## src/rtl/axis_insert_header_pkg.sv

```systemverilog
// Shared types and helpers for the AXI-Stream header inserter.
// Keep masks are MSB-aligned: byte 0 sits at the top of the bus.
package axis_insert_header_pkg;

  localparam int MAX_BYTES = 64;

  typedef enum logic [1:0] {
    ST_IDLE = 2'd0,
    ST_DATA = 2'd1,
    ST_TAIL = 2'd2
  } state_e;

  function automatic int byte_wd(input int data_wd);
    return data_wd / 8;
  endfunction

  function automatic int cnt_wd(input int byte_w);
    return (byte_w > 1) ? $clog2(byte_w) : 1;
  endfunction

  function automatic logic [MAX_BYTES-1:0] keep_msb(
    input int byte_w,
    input int cnt
  );
    logic [MAX_BYTES-1:0] m;
    m = '0;
    for (int i = 0; i < MAX_BYTES; i++) begin
      if (i < byte_w && i >= byte_w - cnt) m[i] = 1'b1;
    end
    return m;
  endfunction

  function automatic int keep_popcnt(
    input logic [MAX_BYTES-1:0] k
  );
    int c;
    c = 0;
    for (int i = 0; i < MAX_BYTES; i++) begin
      if (k[i]) c = c + 1;
    end
    return c;
  endfunction

endpackage

```

## src/rtl/axis_insert_header_if.sv

```systemverilog
// Data, header and output channels of the header inserter.
// slave is the inserter's view, master the source/sink view.
interface axis_insert_header_if
  import axis_insert_header_pkg::*;
#(
  parameter int DATA_WD = 32
) ();

  localparam int BW = byte_wd(DATA_WD);
  localparam int CW = cnt_wd(BW);

  logic               valid_in;
  logic               ready_in;
  logic [DATA_WD-1:0] data_in;
  logic [BW-1:0]      keep_in;
  logic               last_in;

  logic               valid_insert;
  logic               ready_insert;
  logic [DATA_WD-1:0] data_insert;
  logic [BW-1:0]      keep_insert;
  logic [CW-1:0]      byte_insert_cnt;

  logic               valid_out;
  logic               ready_out;
  logic [DATA_WD-1:0] data_out;
  logic [BW-1:0]      keep_out;
  logic               last_out;

  modport slave (
    input  valid_in, data_in, keep_in, last_in,
    output ready_in,
    input  valid_insert, data_insert,
    input  keep_insert, byte_insert_cnt,
    output ready_insert,
    output valid_out, data_out, keep_out, last_out,
    input  ready_out
  );

  modport master (
    output valid_in, data_in, keep_in, last_in,
    input  ready_in,
    output valid_insert, data_insert,
    output keep_insert, byte_insert_cnt,
    input  ready_insert,
    input  valid_out, data_out, keep_out, last_out,
    output ready_out
  );

endinterface

```

## src/rtl/axis_hdr_byte_align.sv

```systemverilog
// Byte barrel shifter: merges h residual bytes ahead of a beat
// and returns the low h beat bytes as the next residual.
module axis_hdr_byte_align #(
  parameter int DATA_WD     = 32,
  parameter int BYTE_CNT_WD = 2
) (
  input  logic [DATA_WD-1:0]     i_res,
  input  logic [DATA_WD-1:0]     i_din,
  input  logic [BYTE_CNT_WD-1:0] i_h,
  output logic [DATA_WD-1:0]     o_merged,
  output logic [DATA_WD-1:0]     o_res_nxt
);

  logic [BYTE_CNT_WD+2:0] w_sh;

  assign w_sh = {i_h, 3'b000};

  // Residual bits above byte h fall off the top of the window.
  assign o_merged  = DATA_WD'({i_res, i_din} >> w_sh);
  assign o_res_nxt = i_din & ~({DATA_WD{1'b1}} << w_sh);

endmodule

```

## src/rtl/axis_insert_header.sv

```systemverilog
// AXI-Stream header inserter with a registered output stage.
// AXIS_INSERT_HEADER_ZERO_HDR_EN makes a zero-byte header legal.
module axis_insert_header
  import axis_insert_header_pkg::*;
#(
  parameter int DATA_WD      = 32,
  parameter int DATA_BYTE_WD = byte_wd(DATA_WD),
  parameter int BYTE_CNT_WD  = cnt_wd(DATA_BYTE_WD)
) (
  input logic                 clk,
  input logic                 rst,
  axis_insert_header_if.slave bus
);

  localparam int TOT_WD = BYTE_CNT_WD + 2;
  localparam logic [1:0] IDLE = ST_IDLE;
  localparam logic [1:0] DATA = ST_DATA;
  localparam logic [1:0] TAIL = ST_TAIL;

  logic [1:0]              r_state;
  logic [BYTE_CNT_WD-1:0]  r_h;
  logic [BYTE_CNT_WD-1:0]  r_tail;
  logic [DATA_WD-1:0]      r_res;
  logic                    r_valid;
  logic [DATA_WD-1:0]      r_data;
  logic [DATA_BYTE_WD-1:0] r_keep;
  logic                    r_last;

  logic                    w_rdy_out;
  logic                    w_ready_in;
  logic                    w_ready_ins;
  logic                    w_in_fire;
  logic                    w_hdr_ok;
  logic                    w_hdr_fire;
  logic                    w_tail_ld;
  logic                    w_fits;
  logic [TOT_WD-1:0]       w_n;
  logic [TOT_WD-1:0]       w_total;
  logic [DATA_WD-1:0]      w_din;
  logic [DATA_WD-1:0]      w_merged;
  logic [DATA_WD-1:0]      w_res_nxt;
  logic [DATA_WD-1:0]      w_data_nxt;
  logic [DATA_BYTE_WD-1:0] w_keep_nxt;
  logic                    w_last_nxt;

  assign w_rdy_out   = !r_valid || bus.ready_out;
  assign w_ready_in  = !rst && r_state == DATA && w_rdy_out;
  assign w_ready_ins = !rst && r_state == IDLE;
  assign w_in_fire   = bus.valid_in && w_ready_in;
  assign w_tail_ld   = r_state == TAIL && w_rdy_out;

`ifdef AXIS_INSERT_HEADER_ZERO_HDR_EN
  assign w_hdr_ok = 1'b1;
`else
  assign w_hdr_ok = |bus.byte_insert_cnt;
`endif

  assign w_hdr_fire = bus.valid_insert && w_ready_ins && w_hdr_ok;

  assign w_n     = TOT_WD'(keep_popcnt(MAX_BYTES'(bus.keep_in)));
  assign w_total = TOT_WD'(r_h) + w_n;
  assign w_fits  = w_total <= TOT_WD'(DATA_BYTE_WD);
  assign w_din   = (r_state == TAIL) ? '0 : bus.data_in;

  axis_hdr_byte_align #(
    .DATA_WD     (DATA_WD),
    .BYTE_CNT_WD (BYTE_CNT_WD)
  ) u_align (
    .i_res     (r_res),
    .i_din     (w_din),
    .i_h       (r_h),
    .o_merged  (w_merged),
    .o_res_nxt (w_res_nxt)
  );

  always_comb begin
    w_keep_nxt = '1;
    w_last_nxt = 1'b0;
    w_data_nxt = '0;
    if (r_state == TAIL) begin
      w_keep_nxt = DATA_BYTE_WD'(
        keep_msb(DATA_BYTE_WD, int'(r_tail)));
      w_last_nxt = 1'b1;
    end else if (bus.last_in && w_fits) begin
      w_keep_nxt = DATA_BYTE_WD'(
        keep_msb(DATA_BYTE_WD, int'(w_total)));
      w_last_nxt = 1'b1;
    end
    // Bytes outside keep are driven as zero.
    for (int i = 0; i < DATA_BYTE_WD; i++) begin
      w_data_nxt[8*i +: 8] =
        w_merged[8*i +: 8] & {8{w_keep_nxt[i]}};
    end
  end

  always_ff @(posedge clk) begin
    if (rst) begin
      r_state <= IDLE;
      r_h     <= '0;
      r_tail  <= '0;
      r_res   <= '0;
      r_valid <= 1'b0;
      r_data  <= '0;
      r_keep  <= '0;
      r_last  <= 1'b0;
    end else begin
      unique case (1'b1)
        (r_state == IDLE): begin
          if (w_hdr_fire) begin
            r_h     <= bus.byte_insert_cnt;
            r_res   <= bus.data_insert;
            r_state <= DATA;
          end
        end
        (r_state == DATA): begin
          if (w_in_fire) begin
            r_res <= w_res_nxt;
            if (bus.last_in && w_fits) begin
              r_state <= IDLE;
            end else if (bus.last_in) begin
              r_tail  <= BYTE_CNT_WD'(
                w_total - TOT_WD'(DATA_BYTE_WD));
              r_state <= TAIL;
            end
          end
        end
        (r_state == TAIL): begin
          if (w_tail_ld) r_state <= IDLE;
        end
        default: r_state <= IDLE;
      endcase

      if (w_in_fire || w_tail_ld) begin
        r_valid <= 1'b1;
        r_data  <= w_data_nxt;
        r_keep  <= w_keep_nxt;
        r_last  <= w_last_nxt;
      end else if (bus.ready_out) begin
        r_valid <= 1'b0;
      end
    end
  end

  assign bus.ready_in     = w_ready_in;
  assign bus.ready_insert = w_ready_ins;
  assign bus.valid_out    = r_valid;
  assign bus.data_out     = r_data;
  assign bus.keep_out     = r_keep;
  assign bus.last_out     = r_last;

endmodule

```

## src/flat_wrapper.sv

```systemverilog
// flat-port wrapper written by rule: the top's interface ports become plain ports
module axis_insert_header_flat import axis_insert_header_pkg::*;
#(
  parameter int DATA_WD      = 32,
  parameter int DATA_BYTE_WD = byte_wd(DATA_WD),
  parameter int BYTE_CNT_WD  = cnt_wd(DATA_BYTE_WD)
)
  (clk, rst, bus_valid_in, bus_data_in, bus_keep_in, bus_last_in, bus_ready_in, bus_valid_insert, bus_data_insert, bus_keep_insert, bus_byte_insert_cnt, bus_ready_insert, bus_valid_out, bus_data_out, bus_keep_out, bus_last_out, bus_ready_out);
  axis_insert_header_if #(.DATA_WD(DATA_WD)) bus_i ();
  input logic clk;
  input logic rst;
  input wire logic [$bits(bus_i.valid_in)-1:0] bus_valid_in;
  input wire logic [$bits(bus_i.data_in)-1:0] bus_data_in;
  input wire logic [$bits(bus_i.keep_in)-1:0] bus_keep_in;
  input wire logic [$bits(bus_i.last_in)-1:0] bus_last_in;
  output wire logic [$bits(bus_i.ready_in)-1:0] bus_ready_in;
  input wire logic [$bits(bus_i.valid_insert)-1:0] bus_valid_insert;
  input wire logic [$bits(bus_i.data_insert)-1:0] bus_data_insert;
  input wire logic [$bits(bus_i.keep_insert)-1:0] bus_keep_insert;
  input wire logic [$bits(bus_i.byte_insert_cnt)-1:0] bus_byte_insert_cnt;
  output wire logic [$bits(bus_i.ready_insert)-1:0] bus_ready_insert;
  output wire logic [$bits(bus_i.valid_out)-1:0] bus_valid_out;
  output wire logic [$bits(bus_i.data_out)-1:0] bus_data_out;
  output wire logic [$bits(bus_i.keep_out)-1:0] bus_keep_out;
  output wire logic [$bits(bus_i.last_out)-1:0] bus_last_out;
  input wire logic [$bits(bus_i.ready_out)-1:0] bus_ready_out;
  assign bus_i.valid_in = bus_valid_in;
  assign bus_i.data_in = bus_data_in;
  assign bus_i.keep_in = bus_keep_in;
  assign bus_i.last_in = bus_last_in;
  assign bus_ready_in = bus_i.ready_in;
  assign bus_i.valid_insert = bus_valid_insert;
  assign bus_i.data_insert = bus_data_insert;
  assign bus_i.keep_insert = bus_keep_insert;
  assign bus_i.byte_insert_cnt = bus_byte_insert_cnt;
  assign bus_ready_insert = bus_i.ready_insert;
  assign bus_valid_out = bus_i.valid_out;
  assign bus_data_out = bus_i.data_out;
  assign bus_keep_out = bus_i.keep_out;
  assign bus_last_out = bus_i.last_out;
  assign bus_i.ready_out = bus_ready_out;
  axis_insert_header #(.DATA_WD(DATA_WD), .DATA_BYTE_WD(DATA_BYTE_WD), .BYTE_CNT_WD(BYTE_CNT_WD)) u_core (.clk(clk), .rst(rst), .bus(bus_i));
endmodule
```

## config.mk

```make
export PLATFORM = sky130hd
export DESIGN_NAME = axis_insert_header_flat
export DESIGN_NICKNAME = d
export VERILOG_FILES = /design/src/rtl/axis_insert_header_pkg.sv /design/src/rtl/axis_insert_header_if.sv /design/src/rtl/axis_hdr_byte_align.sv /design/src/rtl/axis_insert_header.sv /design/src/flat_wrapper.sv
export SDC_FILE = /design/constraint.sdc
export NUM_CORES = 1
export LEC_CHECK = 0
export CAP_MARGIN = 20
export CELL_PAD_IN_SITES_DETAIL_PLACEMENT = 0
export CELL_PAD_IN_SITES_GLOBAL_PLACEMENT = 2
export CORE_MARGIN = 4
export CORE_UTILIZATION = 29
export CTS_BUF_LIST = sky130_fd_sc_hd__clkbuf_8
export DETAILED_ROUTE_END_ITERATION = 8
export PLACE_DENSITY_LB_ADDON = 0.2
export RECOVER_POWER = 50
export SLEW_MARGIN = 20
export SYNTH_ARGS = -nofsm -noshare
export SYNTH_HDL_FRONTEND = slang
export SYNTH_HIERARCHICAL = 1
export SYNTH_SLANG_ARGS = --single-unit
```

## constraint.sdc

```tcl
create_clock -name clk -period 4.15 [get_ports clk]
set_clock_uncertainty 0.2 [all_clocks]
set_input_delay 0.415 -clock clk [delete_from_list [all_inputs] [get_ports clk]]
set_output_delay 0.415 -clock clk [all_outputs]
set_load 0.01 [all_outputs]
```

==> impl_results.rst <==
.. list-table::
   :header-rows: 1

   * - Metric
     - Value
   * - Met1 Resource Use GR
     - 21.8%
   * - Area Growth Syn to Fin
     - 35.6%
   * - CP Launch Type
     - input pin
   * - Critical Path End Type
     - register
   * - Net count after synthesis
     - 517
   * - Row Count
     - 44
   * - Largest fanout on the critical path
     - 6
   * - Worst rel slew slack
     - -69.8%
   * - Post-layout net count
     - 625
   * - Average wire per standard cell
     - 17.9 µm
   * - Routed via count
     - 3677
   * - Worst supply voltage drop on vdd
     - 0.116 mV
   * - Clock transition at the registers of the reported paths
     - 0.08 ns
   * - Initial detailed-routing violation count
     - 194
   * - Residual antenna-violating net count after detailed routing
     - 0
   * - Detailed Routing Iterations Pass 1
     - 4
   * - Clk root buf
     - sky130_fd_sc_hd__clkbuf_8
   * - Crit-path cells
     - clkdlybuf4s50_1 -> xor2_2 -> buf_4 -> xor2_1 -> ha_2 -> fa_1 -> inv_2 -> ha_4 -> nand2_1 -> nor3_1 -> o32a_4 -> a2111oi_4 -> nor4_4 -> buf_4 -> a22o_1
   * - Hold bufs inserted after CTS
     - 0
   * - Count of input and output buffers
     - 107
   * - Highest Clock Rate
     - 258 MHz
   * - Arrival time of data at the critical path endpoint
     - 3.92 ns
   * - Final worst path period share
     - 93.5%
   * - Clock tree from TritonCTS
     - built
   * - Count of endpoints failing hold in the final timing report
     - 0
   * - Die X-Extent
     - 131 µm
   * - Clock buffer count from CTS
     - 9
   * - Remaining routing DRC violations
     - 0
   * - RSZ-0062 raised after global routing
     - no
   * - Area of placed instances
     - 0.00569 mm²
   * - Htree depth
     - 3
   * - Leakage
     - 2.23 nW
   * - Most heavily used metal layer in global routing
     - met2
   * - Worst-skew pair later-pin latency
     - 0.34 ns
   * - Kind of cell adding the most delay to the critical path
     - adder cells
   * - Grt met3 use
     - 2.97%
   * - Req. time, crit path
     - 4.19 ns
   * - Critical Path Slowest Stage Cell
     - sky130_fd_sc_hd__fa_1
   * - Worst Max-Slew Pin Slew
     - 2.55 ns
   * - Tightest Hold Check Type
     - reg -> reg
   * - Total clock sinks
     - 68
   * - Bufs and invs on worst path
     - 4
   * - Met2 Resource Use GR
     - 24.0%
   * - Core ar.
     - 0.0147 mm²
   * - Count of max-cap constraint violations
     - 1
   * - Vertical extent of the die
     - 131 µm
   * - DIE AREA
     - 0.0172 mm²
   * - Total Wirelength
     - 13.0 mm
   * - Proportion of layout cells with a drive suffix above 1
     - 19.1%
   * - Max-slew violation count
     - 49
   * - Number of synthesis warnings
     - 6
   * - Post-Place Worst Slack
     - -0.443 ns
   * - Total half-perimeter wirelength after legalization and detailed placement
     - 9.60 mm
   * - Largest net degree at the start of global routing
     - 58
   * - Worst setup path category
     - in -> reg
   * - Starting utilization of the core area
     - 29.8%
   * - Cells after synthesis
     - 426
   * - Final standard cell utilization of the core
     - 40.4%
   * - Violated checks
     - max-capacitance violations, max-slew violations
   * - Top cell by count, worst path
     - sky130_fd_sc_hd__buf_4
   * - Number of antenna violations at the first check in global routing
     - 0
   * - Outcome
     - complete, but fails checks
   * - Post-synthesis cell area
     - 0.00439 mm²
   * - Via-to-Cell Ratio
     - 5.09
   * - Synthesized area divided by synthesized cell count
     - 10.3 µm²
   * - Minimum clock period
     - 3.88 ns
   * - Post-layout instance area
     - 0.00595 mm²
   * - Final setup violation count
     - 0
   * - I/O pins
     - 120
   * - Worst-case clock buffer depth
     - 2
   * - Antenna cells
     - 0
   * - Wire length of the first global-routing pass
     - 20.6 mm
   * - Worst-case setup margin in the final layout
     - 0.269 ns
   * - Pwr Density
     - 295 mW/mm²
   * - Overflow left after global routing
     - 0
   * - Total global routing track utilization
     - 15.5%
   * - Placer congestion estimate
     - 0.754
   * - Worst path max stage delay
     - 0.60 ns
   * - Via count of the first global-routing pass
     - 3752
==> what timing repair did <==
action | CTS | global route
cloned | 0 | 1
endpoints found under the setup margin | 8 | 27
resized for setup | 0 | 13
buffers inserted | 0 | 2
pin swaps | 2 | 5
==> worst paths after layout <==
kind,slack (ns),to,cells after the start,start
setup / recovery,0.27,u_core/bus.data_out[8]$_SDFFE_PP0P_,15,bus_keep_in[2]
setup reg to reg,1.03,u_core/bus.data_out[8]$_SDFFE_PP0P_,11,u_core/r_h[0]$_SDFFE_PP0P_
hold reg to reg,0.26,u_core/bus.keep_out[2]$_SDFFE_PP0P_,1,u_core/bus.keep_out[2]$_SDFFE_PP0P_
hold / removal,0.26,u_core/bus.keep_out[2]$_SDFFE_PP0P_,1,u_core/bus.keep_out[2]$_SDFFE_PP0P_
==> flip-flops by register name, indices dropped and copies added (netlist names) <==
register and cells:
u_core/r_state 2, u_core/r_res 24, u_core/r_tail 2, u_core/bus.keep_out 4
u_core/bus.valid_out 1, u_core/bus.data_out 32, u_core/r_h 2, u_core/bus.last_out 1
==> power by group <==
group	internal [mW]	total, mW	leakage, nW	switching, mW
logic	0.276	0.534	1.59	0.257
clock network	0.249	0.518	0.0876	0.268
registers	0.682	0.704	0.554	0.0213
total	1.21	1.75	2.23	0.547
==> cell type report <==
cell class	count	area, µm²
Tap cell	184	230
Inverter	7	26.3
Fill cell	1473	8750
Timing Repair Buffer	137	1300
Clock buffer	11	151
Sequential cell	68	1360
Multi-Input combinational cell	311	2840
Clock inverter	5	36.3
==> routing by layer <==
metal	up-vias	part of all wire [%]
li1	1808	-
met1	1764	47
met2	92	46
met3	13	4.9
met4	0	1.9
met5	-	0
==> cell usage in the layout, fill, tap and decap left out, types with 2 or more instances in the layout <==
cell type	instances
sky130_fd_sc_hd__clkbuf_8	11
sky130_fd_sc_hd__nor4_4	2
sky130_fd_sc_hd__clkinvlp_4	3
sky130_fd_sc_hd__ha_1	7
sky130_fd_sc_hd__mux4_2	32
sky130_fd_sc_hd__a22o_1	16
sky130_fd_sc_hd__a21oi_1	17
sky130_fd_sc_hd__clkdlybuf4s50_1	64
sky130_fd_sc_hd__a21o_1	3
sky130_fd_sc_hd__a2111oi_4	2
sky130_fd_sc_hd__nand2b_1	4
sky130_fd_sc_hd__xnor2_1	3
sky130_fd_sc_hd__a22oi_1	16
sky130_fd_sc_hd__dlygate4sd3_1	40
sky130_fd_sc_hd__dfxtp_1	66
sky130_fd_sc_hd__a211oi_1	35
sky130_fd_sc_hd__nand2_1	13
sky130_fd_sc_hd__or3_1	2
sky130_fd_sc_hd__mux2i_1	27
sky130_fd_sc_hd__xor2_2	2
sky130_fd_sc_hd__o21a_1	8
sky130_fd_sc_hd__o21ai_0	2
sky130_fd_sc_hd__nor2_1	40
sky130_fd_sc_hd__dfxtp_2	2
sky130_fd_sc_hd__and3_1	9
sky130_fd_sc_hd__nand3_1	2
sky130_fd_sc_hd__o21ai_1	3
sky130_fd_sc_hd__inv_1	4
sky130_fd_sc_hd__nor3_1	4
sky130_fd_sc_hd__ha_4	2
sky130_fd_sc_hd__inv_2	3
sky130_fd_sc_hd__buf_4	28
sky130_fd_sc_hd__and2_1	41
sky130_fd_sc_hd__dlymetal6s2s_1	2
==> through the flow <==
step / cells / total power [mW] / TNS (ns) / hold WS, ns
after CTS: 720 / 1.77 / 0 / 0.270
final: 723 / 1.75 / 0 / 0.257
after global routing: 723 / 1.86 / 0 / 0.295
after global placement: 704 / 1.24 / -7.39 / 0.253
after floorplan: 426 / 1.04 / 0 / 0.275
after detailed placement: 704 / 1.25 / -10.11 / 0.252
(Power assumes the default switching activity.)
